<file path="src/rtl/scan_display_4dig.sv">
// Four-digit multiplexed common-anode 7-segment driver for the ALU result bus.
// Snapshots the value once per frame and scans digits 0..3 with hex glyphs.
module scan_display_4dig #(
  parameter int CLK_DIV    = 50000,
  parameter bit LEAD_BLANK = 1'b0
) (
  input  logic        clk,
  input  logic        rst,
  input  logic [15:0] num,
  input  logic [3:0]  blank,
  output logic [0:6]  sevenseg,
  output logic [3:0]  anode,
  output logic        frame_tick
);

  localparam int PW = (CLK_DIV > 2) ? $clog2(CLK_DIV) : 1;
  localparam logic [PW-1:0] PRESC_MAX = PW'(CLK_DIV - 1);

  logic [PW-1:0] presc_q, presc_d;
  logic [1:0]    digit_q, digit_d;
  logic [15:0]   num_q, num_d;
  logic [3:0]    anode_q, anode_d;
  logic [0:6]    sevenseg_q, sevenseg_d;
  logic          frame_tick_q, frame_tick_d;

  logic          tick;
  logic          frame_load;
  logic [3:0]    nibble;
  logic          auto_blank;
  logic          dark;
  logic [0:6]    glyph;

  always_ff @(posedge clk or negedge rst) begin
    if (!rst) begin
      presc_q      <= '0;
      digit_q      <= 2'd3;
      num_q        <= '0;
      anode_q      <= 4'b1111;
      sevenseg_q   <= 7'b1111111;
      frame_tick_q <= 1'b0;
    end else begin
      presc_q      <= presc_d;
      digit_q      <= digit_d;
      num_q        <= num_d;
      anode_q      <= anode_d;
      sevenseg_q   <= sevenseg_d;
      frame_tick_q <= frame_tick_d;
    end
  end

  always_comb begin
    tick         = (presc_q == PRESC_MAX);
    presc_d      = tick ? '0 : presc_q + PW'(1);
    digit_d      = tick ? digit_q + 2'd1 : digit_q;
    frame_load   = tick && (digit_q == 2'd3);
    num_d        = frame_load ? num : num_q;
    frame_tick_d = frame_load;
  end

  // Digit k is a leading zero only if every nibble from k upward is zero.
  always_comb begin
    nibble     = num_q[3:0];
    auto_blank = 1'b0;
    case (digit_q)
      2'd0: nibble = num_q[3:0];
      2'd1: begin
        nibble     = num_q[7:4];
        auto_blank = (num_q[15:4] == 12'h000);
      end
      2'd2: begin
        nibble     = num_q[11:8];
        auto_blank = (num_q[15:8] == 8'h00);
      end
      2'd3: begin
        nibble     = num_q[15:12];
        auto_blank = (num_q[15:12] == 4'h0);
      end
      default: begin
        nibble     = num_q[3:0];
        auto_blank = 1'b0;
      end
    endcase
    dark = blank[digit_q] | (LEAD_BLANK & auto_blank);
  end

  always_comb begin
    glyph = 7'b1111111;
    case (nibble)
      4'h0: glyph = 7'b0000001;
      4'h1: glyph = 7'b1001111;
      4'h2: glyph = 7'b0010010;
      4'h3: glyph = 7'b0000110;
      4'h4: glyph = 7'b1001100;
      4'h5: glyph = 7'b0100100;
      4'h6: glyph = 7'b0100000;
      4'h7: glyph = 7'b0001111;
      4'h8: glyph = 7'b0000000;
      4'h9: glyph = 7'b0000100;
      4'hA: glyph = 7'b0001000;
      4'hB: glyph = 7'b1100000;
      4'hC: glyph = 7'b0110001;
      4'hD: glyph = 7'b1000010;
      4'hE: glyph = 7'b0110000;
      4'hF: glyph = 7'b0111000;
      default: glyph = 7'b1111111;
    endcase
  end

  always_comb begin
    anode_d    = dark ? 4'b1111 : ~(4'b0001 << digit_q);
    sevenseg_d = dark ? 7'b1111111 : glyph;
  end

  assign anode      = anode_q;
  assign sevenseg   = sevenseg_q;
  assign frame_tick = frame_tick_q;

endmodule

</file>
<file path="config.mk">
export PLATFORM = sky130hd
export DESIGN_NAME = scan_display_4dig
export DESIGN_NICKNAME = d
export VERILOG_FILES = /design/src/rtl/scan_display_4dig.sv
export SDC_FILE = /design/constraint.sdc
export NUM_CORES = 1
export LEC_CHECK = 0
export BUFFER_PORTS_ARGS = -buffer_cell sky130_fd_sc_hd__buf_2
export CORE_MARGIN = 8
export CORE_UTILIZATION = 45
export DETAILED_ROUTE_END_ITERATION = 10
export GPL_TIMING_DRIVEN = 1
export PLACE_DENSITY = 0.68
export SYNTH_ARGS = -nofsm -noshare
export SYNTH_HDL_FRONTEND = slang
export SYNTH_SLANG_ARGS = --single-unit
export TNS_END_PERCENT = 5
</file>
<file path="constraint.sdc">
create_clock -name clk -period 2.35 [get_ports clk]
set_input_delay 0.235 -clock clk [delete_from_list [all_inputs] [get_ports clk]]
set_output_delay 0.235 -clock clk [all_outputs]
set_load 0.03 [all_outputs]
</file>
==> run metrics, run 1 <==
final setup fails=0; filler instances=roughly 460; layout cell share with drive strength beyond 1=0.412; sw frac=0.243; Port-buffer cells=33; capture point of the worst reg-to-reg path=sevenseg[0]; total inserted antenna cells=0; number of warning messages in the yosys log=0; proportion of synthesized chip area in sequential cells=0.508; number of global-route vias before repair=between 1500 and 2000; area overhead of the layout relative to synthesis=19.4%; clk sinks=46; leakage power of the design=between 1 and 1.5 nW; clock latency on the worst-skew pair=around 0.3 ns; post-synthesis instance total=approximately 180; portion of total power attributed to sequential cells=0.579; share of the cycle needed by the critical path after routing=0.952; post-layout util=0.548; transition time of the tightest slew-check pin=roughly 0.79 ns; half-perimeter wire length after detailed placement=approximately 3.3 mm; die area=approximately 0.0076 mm2; Iter 0 DRT Violations=about 110; root buffer cell=sky130_fd_sc_hd__clkbuf_8; area occupied by multi-input gates=roughly 0.0011 mm2; die extent in y=between 80 and 90 um; post-DR wirelength/cell=~14 um; type of the worst setup path=flip-flop to flip-flop; Pre-Repair DR Iteration Count=4; net switching power of the design=~0.00035 W; cell type with the highest aggregate area in the netlist=sky130_fd_sc_hd__dfrtp_1; total vias in the final route=about 1500; count of nets after finishing=between 200 and 300; count of state elements after synthesis=between 40 and 50; worst-case register-to-register setup slack=0.11 ns; Ports=34; Async S/R FF share, synth=1.00; number of levels the H-tree was split into=2; Main synth FF type=sky130_fd_sc_hd__dfrtp_1; total global routing track utilization=0.124; final count of hold timing violations=0; antenna violations before repair=0; starting density of the core=0.459; Worst Reg2Reg Path Length in Cells=7; Post-Route Skew=around 0.010 ns; Post-synth EDFFs=0; per-cell via count in the routed design=approximately 5; setup repair after global routing missed its margin=no; netlist area before placement=~0.0023 mm2; placeable core region=roughly 0.0050 mm2; routability-driven placement congestion ratio=slightly below 0.9; maximum number of pins on one net before global-route repair=38; CTS buffer count=5; Routed Antenna Nets=0; first-pass GRT wire length=around 7.4 mm; Data arrival, critical path=around 2.5 ns; drt drc=0; last element of the critical path=sevenseg[0]; largest vdd supply drop=around 0.00026 V; clock group share of total power=0.322; R2R Path Start=digit_q[1]; cell-internal power=0.00109 W; power density relative to cell area=526 mW/mm2; Data required, critical path=around 2.6 ns; Slew Limit Fails=0; combinational fraction of design power=0.099; Slew HR=0.475; Hold Path Class=input pin to asynchronous set/reset pin; most common cell in the synthesized netlist=sky130_fd_sc_hd__dfrtp_1; GRT Residual Overflow=0; maximum clock rate=roughly 0.45 GHz; result of the run=completed; post-synthesis cell type count=a little over 40; most common library cells after synthesis=sky130_fd_sc_hd__dfrtp_1, sky130_fd_sc_hd__dfstp_2, sky130_fd_sc_hd__nand2_1; total wire length after detailed routing=roughly 4.3 mm; type of origin of the critical path=flip-flop; TritonCTS clock tree=yes; Reg clk slew, reported paths=around 0.08 ns; fraction of post-synthesis cell area in the top cell type by area=0.359; main area contributors after synthesis=sky130_fd_sc_hd__dfrtp_1, sky130_fd_sc_hd__dfstp_2, sky130_fd_sc_hd__ha_1; maximum root-to-sink buffer count=2; Crit. End Element=flip-flop; CP max FO=12; post-route minimum period=between 2 and 2.5 ns; max-cap violations=0; aggregate negative setup slack=0 ns; post-synthesis average cell area=12.5 um2; CP Launch Point=digit_q[1]; overall die width=between 80 and 90 um; cell row count=26; sequential cell area=about 0.0012 mm2; Syn Nets=between 200 and 250
==> worst min-delay path by stage <==
stage	from	to	depth (start not counted)
finish	rst	presc_q[0]	1
global route	rst	presc_q[0]	1
CTS	rst	num_q[11]	1
detailed placement	rst	presc_q[0]	1
global placement	rst	presc_q[0]	1
floorplan	rst	frame_tick	0
==> what timing repair did <==
item                                    CTS  global route
endpoints found under the setup margin    0             4
hold buffers                              0             0
buffers inserted                          0             0
gates resized for setup                   0            13
==> state kept, by name, summed over array words and instances (netlist names) <==
signal,cells
anode,4
num_q,16
presc_q,16
digit_q,2
sevenseg,7
frame_tick,1
==> critical path, stage by stage (launching register included) <==
cell and delay, ns:
sky130_fd_sc_hd__dfstp_2 0.56, sky130_fd_sc_hd__inv_2 0.05, sky130_fd_sc_hd__buf_4 0.14, sky130_fd_sc_hd__ha_2 0.19
sky130_fd_sc_hd__clkinv_1 0.12, sky130_fd_sc_hd__mux2_2 0.47, sky130_fd_sc_hd__or4_1 0.50, sky130_fd_sc_hd__o311a_1 0.14
==> layer usage <==
metal / wire length (um) / GRT usage / vias up
met5: 0 / 0 / -
met4: 74 / 0.0516 / 0
met3: 199 / 0.0377 / 4
met2: 1790 / 0.176 / 38
met1: 2260 / 0.170 / 714
li1: - / - / 763
==> placed cells by master (no fill, tap or decap), types with 4 or more instances in the layout <==
cell and n:
sky130_fd_sc_hd__dfrtp_1 33, sky130_fd_sc_hd__clkbuf_8 5, sky130_fd_sc_hd__mux2i_1 10, sky130_fd_sc_hd__ha_1 8, sky130_fd_sc_hd__xnor2_1 8, sky130_fd_sc_hd__dfstp_2 13, sky130_fd_sc_hd__nor2_1 5, sky130_fd_sc_hd__nand2_1 13
sky130_fd_sc_hd__mux2_2 9, sky130_fd_sc_hd__buf_4 12, sky130_fd_sc_hd__and2_1 4, sky130_fd_sc_hd__buf_2 33, sky130_fd_sc_hd__nand4_1 4, sky130_fd_sc_hd__inv_1 6, sky130_fd_sc_hd__mux2_4 9, sky130_fd_sc_hd__xor2_1 5
sky130_fd_sc_hd__nand3_1 5, sky130_fd_sc_hd__nor2b_1 4
==> stage by stage <==
stage / setup slack (ns) / area [um2] / power [W] / cells / hold WS, ns
2_1_floorplan: 0.0391 / 2300 / 0.000930 / 184 / -0.0606
3_3_place_gp: 0.115 / 2620 / 0.000993 / 295 / 0.366
3_5_place_dp: 0.0223 / 2620 / 0.000994 / 295 / 0.372
4_1_cts: 0.00815 / 2700 / 0.00146 / 303 / 0.0466
5_1_grt: 0.0195 / 2740 / 0.00152 / 303 / 0.0749
6_report: 0.112 / 2740 / 0.00144 / 303 / 0.0110
==> logic make-up after synthesis <==
family,Yosys count,synth area share
AND/OR/NAND/NOR,48,0.130
flip-flops,46,0.508
multiplexers,28,0.147
AO/OA/AOI/OAI,24,0.0757
XOR/XNOR,13,0.0496
buffers and inverters,13,0.0251
adder cells (fa/ha/maj),12,0.0654
==> area by class of cell <==
cell class	count	area share
Timing Repair Buffer	45	0.0930
Clock inverter	2	0.00365
Sequential cell	46	0.425
Clock buffer	6	0.0264
Multi-Input combinational cell	125	0.407
Inverter	9	0.0123
Tap cell	70	0.0319
==> power by group through the flow <==
stage          clock (W)  sequential, W  combinational (W)
2_1_floorplan          0       0.000872          0.0000577
3_3_place_gp           0       0.000851           0.000142
3_5_place_dp           0       0.000851           0.000143
4_1_cts         0.000477       0.000836           0.000144
5_1_grt         0.000522       0.000839           0.000158
6_report        0.000465       0.000836           0.000143
Note: power is estimated with default switching activity, not from simulation.
==> run 2: changes to the inputs <==
--- a/config.mk
+++ b/config.mk
@@ -8,6 +8,7 @@
 export BUFFER_PORTS_ARGS = -buffer_cell sky130_fd_sc_hd__buf_2
 export CORE_MARGIN = 8
 export CORE_UTILIZATION = 45
+export CTS_BUF_LIST = sky130_fd_sc_hd__clkbuf_16
 export DETAILED_ROUTE_END_ITERATION = 10
 export GPL_TIMING_DRIVEN = 1
 export PLACE_DENSITY = 0.68
==> run metrics, run 2 (same netlist as run 1, synthesis figures left out) <==
result of the run=completed; antenna violations before repair=0 (unchanged); area of all placed cells without fillers=0.00280 mm2 (+2.1%); power density relative to cell area=587 mW/mm2 (+12%); cell-internal power=0.00127 W (+17%); sw frac=0.226 (-0.0169); Iter 0 DRT Violations=69 (-39%); largest vdd supply drop=0.000366 V (+41%); cell row count=26 (unchanged); die area=0.00765 mm2 (unchanged); post-placement cell area=0.00262 mm2 (unchanged); type of the worst setup path=flip-flop to flip-flop; R2R Path Start=digit_q[1]; CP Launch Point=digit_q[1]; overall die width=87.5 um (unchanged); final count of hold timing violations=0 (unchanged); Crit. End Element=flip-flop; leakage power of the design=1.29 nW (+2.3%); post-route minimum period=2.26 ns (+0.0198 ns); GRT Residual Overflow=0 (unchanged); portion of total power attributed to sequential cells=0.509 (-0.070); Post-Route Skew=0.00509 ns (-0.00535 ns); transition time of the tightest slew-check pin=0.799 ns (+0.0111 ns); drt drc=0 (unchanged); clock latency on the worst-skew pair=0.29 ns (about the same); root buffer cell=sky130_fd_sc_hd__clkbuf_16; aggregate negative setup slack=0 ns (unchanged); maximum number of pins on one net before global-route repair=38 (unchanged); number of global-route vias before repair=1521 (+0.73%); placeable core region=0.00501 mm2 (unchanged); total vias in the final route=1534 (+0.99%); Data arrival, critical path=2.47 ns (about the same); final setup fails=0 (unchanged); total global routing track utilization=0.127 (+0.00255); quantity of hold-fixing buffers added after cts=0 (unchanged); TritonCTS clock tree=yes; max-cap violations=0 (unchanged); post-layout util=0.559 (+0.0112); count of nets after finishing=266 (unchanged); Routed Antenna Nets=0 (unchanged); net switching power of the design=0.000372 W (+6.1%); Port-buffer cells=33 (unchanged); total wire length after detailed routing=4.41 mm (+1.9%); total inserted antenna cells=0 (unchanged); combinational fraction of design power=0.087 (-0.012); Slew HR=0.468 (-0.00737); type of origin of the critical path=flip-flop; Reg clk slew, reported paths=0.06 ns (-0.02 ns); maximum clock rate=0.443 GHz (-0.88%); Data required, critical path=2.56 ns (about the same); Pre-Repair DR Iteration Count=4 (unchanged); Slew Limit Fails=0 (unchanged); Placement Setup Slack=0.0223 ns (unchanged); post-CTS setup buffers=0 (unchanged); commonest cells after routing, fill and taps aside=sky130_fd_sc_hd__dfrtp_1, sky130_fd_sc_hd__buf_2, sky130_fd_sc_hd__nand2_1, sky130_fd_sc_hd__dfstp_2, sky130_fd_sc_hd__buf_4; Hold Path Class=input pin to asynchronous set/reset pin; routability-driven placement congestion ratio=0.871 (unchanged); Ports=34 (unchanged); die extent in y=87.5 um (unchanged); per-cell via count in the routed design=5.06 (+0.99%); share of the cycle needed by the critical path after routing=0.961 (+0.00843); layout cell share with drive strength beyond 1=0.408 (-0.00429); setup repair after global routing missed its margin=no; clock group share of total power=0.404 (+0.082); CP max FO=12 (unchanged); area overhead of the layout relative to synthesis=21.9%; maximum root-to-sink buffer count=2 (unchanged); number of levels the H-tree was split into=2 (unchanged); first-pass GRT wire length=7.49 mm (+1.4%); setup ws final=0.0923 ns (-0.0198 ns); final worst hold slack=0.0369 ns (+0.0258 ns); starting density of the core=0.459 (unchanged); half-perimeter wire length after detailed placement=3.26 mm (unchanged); clk sinks=46 (unchanged); post-DR wirelength/cell=14.5 um (+1.9%); CTS buffer count=5 (unchanged)
==> run 2: cell count changes in the layout (fill, tap and decap cells not counted), sizes merged <==
cell | before | now
clkbuf | 6 | 5
inv | 8 | 9
==> run 2: layer usage <==
layer,share of wire,track usage,vias up
met3,0.056,0.0349,7
li1,-,-,758
met1,0.51,0.179,722
met2,0.41,0.170,47
met5,0,0,-
met4,0.023,0.0656,0
==> run 2: critical path, stage by stage, from the launching register on <==
cell                       delay, ns
sky130_fd_sc_hd__dfstp_2        0.54
sky130_fd_sc_hd__inv_1          0.08
sky130_fd_sc_hd__buf_4          0.15
sky130_fd_sc_hd__ha_2           0.19
sky130_fd_sc_hd__clkinv_1       0.12
sky130_fd_sc_hd__mux2_2         0.47
sky130_fd_sc_hd__or4_1          0.50
sky130_fd_sc_hd__o311a_1        0.14
==> run 2: timing repair <==
| item | 4_1_cts | 5_1_grt |
|---|---|---|
| endpoints found under the hold margin | 0 | 0 |
| endpoints found under the setup margin | 0 | 4 |
| gates resized for setup | 0 | 11 |
==> run 2: stage by stage <==
| stage | cells | power (W) |
|---|---|---|
| final | 303 | 0.00164 |
| after CTS | 303 | 0.00167 |
| after detailed placement | 295 | 0.000994 |
| after global placement | 295 | 0.000993 |
| after global routing | 303 | 0.00173 |
| after floorplan | 184 | 0.000930 |
==> run 2: cell type report <==
class	count	area (um2)
clock inverters	3	13.8
fillers	458	2210
repair buffers	45	255
multi-input cells	125	1120
clock buffers	5	125
inverters	9	33.8
well taps	70	87.6
flip-flops and latches	46	1170
==> run 2: power groups by stage <==
stage	clock network (W)	registers, W	logic [W]
6_report	0.000665	0.000837	0.000143
5_1_grt	0.000731	0.000839	0.000159
4_1_cts	0.000689	0.000837	0.000144
3_5_place_dp	0	0.000851	0.000143
3_3_place_gp	0	0.000851	0.000142
2_1_floorplan	0	0.000872	0.0000577
==> run 2: path summary, 6_finish.rpt <==
kind	endpoint	slack [ns]	cells past startpoint
max	sevenseg[0]	0.09	7
min	presc_q[0]	0.04	1
max reg2reg	sevenseg[0]	0.09	7
min reg2reg	presc_q[0]	0.45	1
max in group asynchronous	sevenseg[4]	1.60	2
min in group clk	num_q[14]	0.17	2
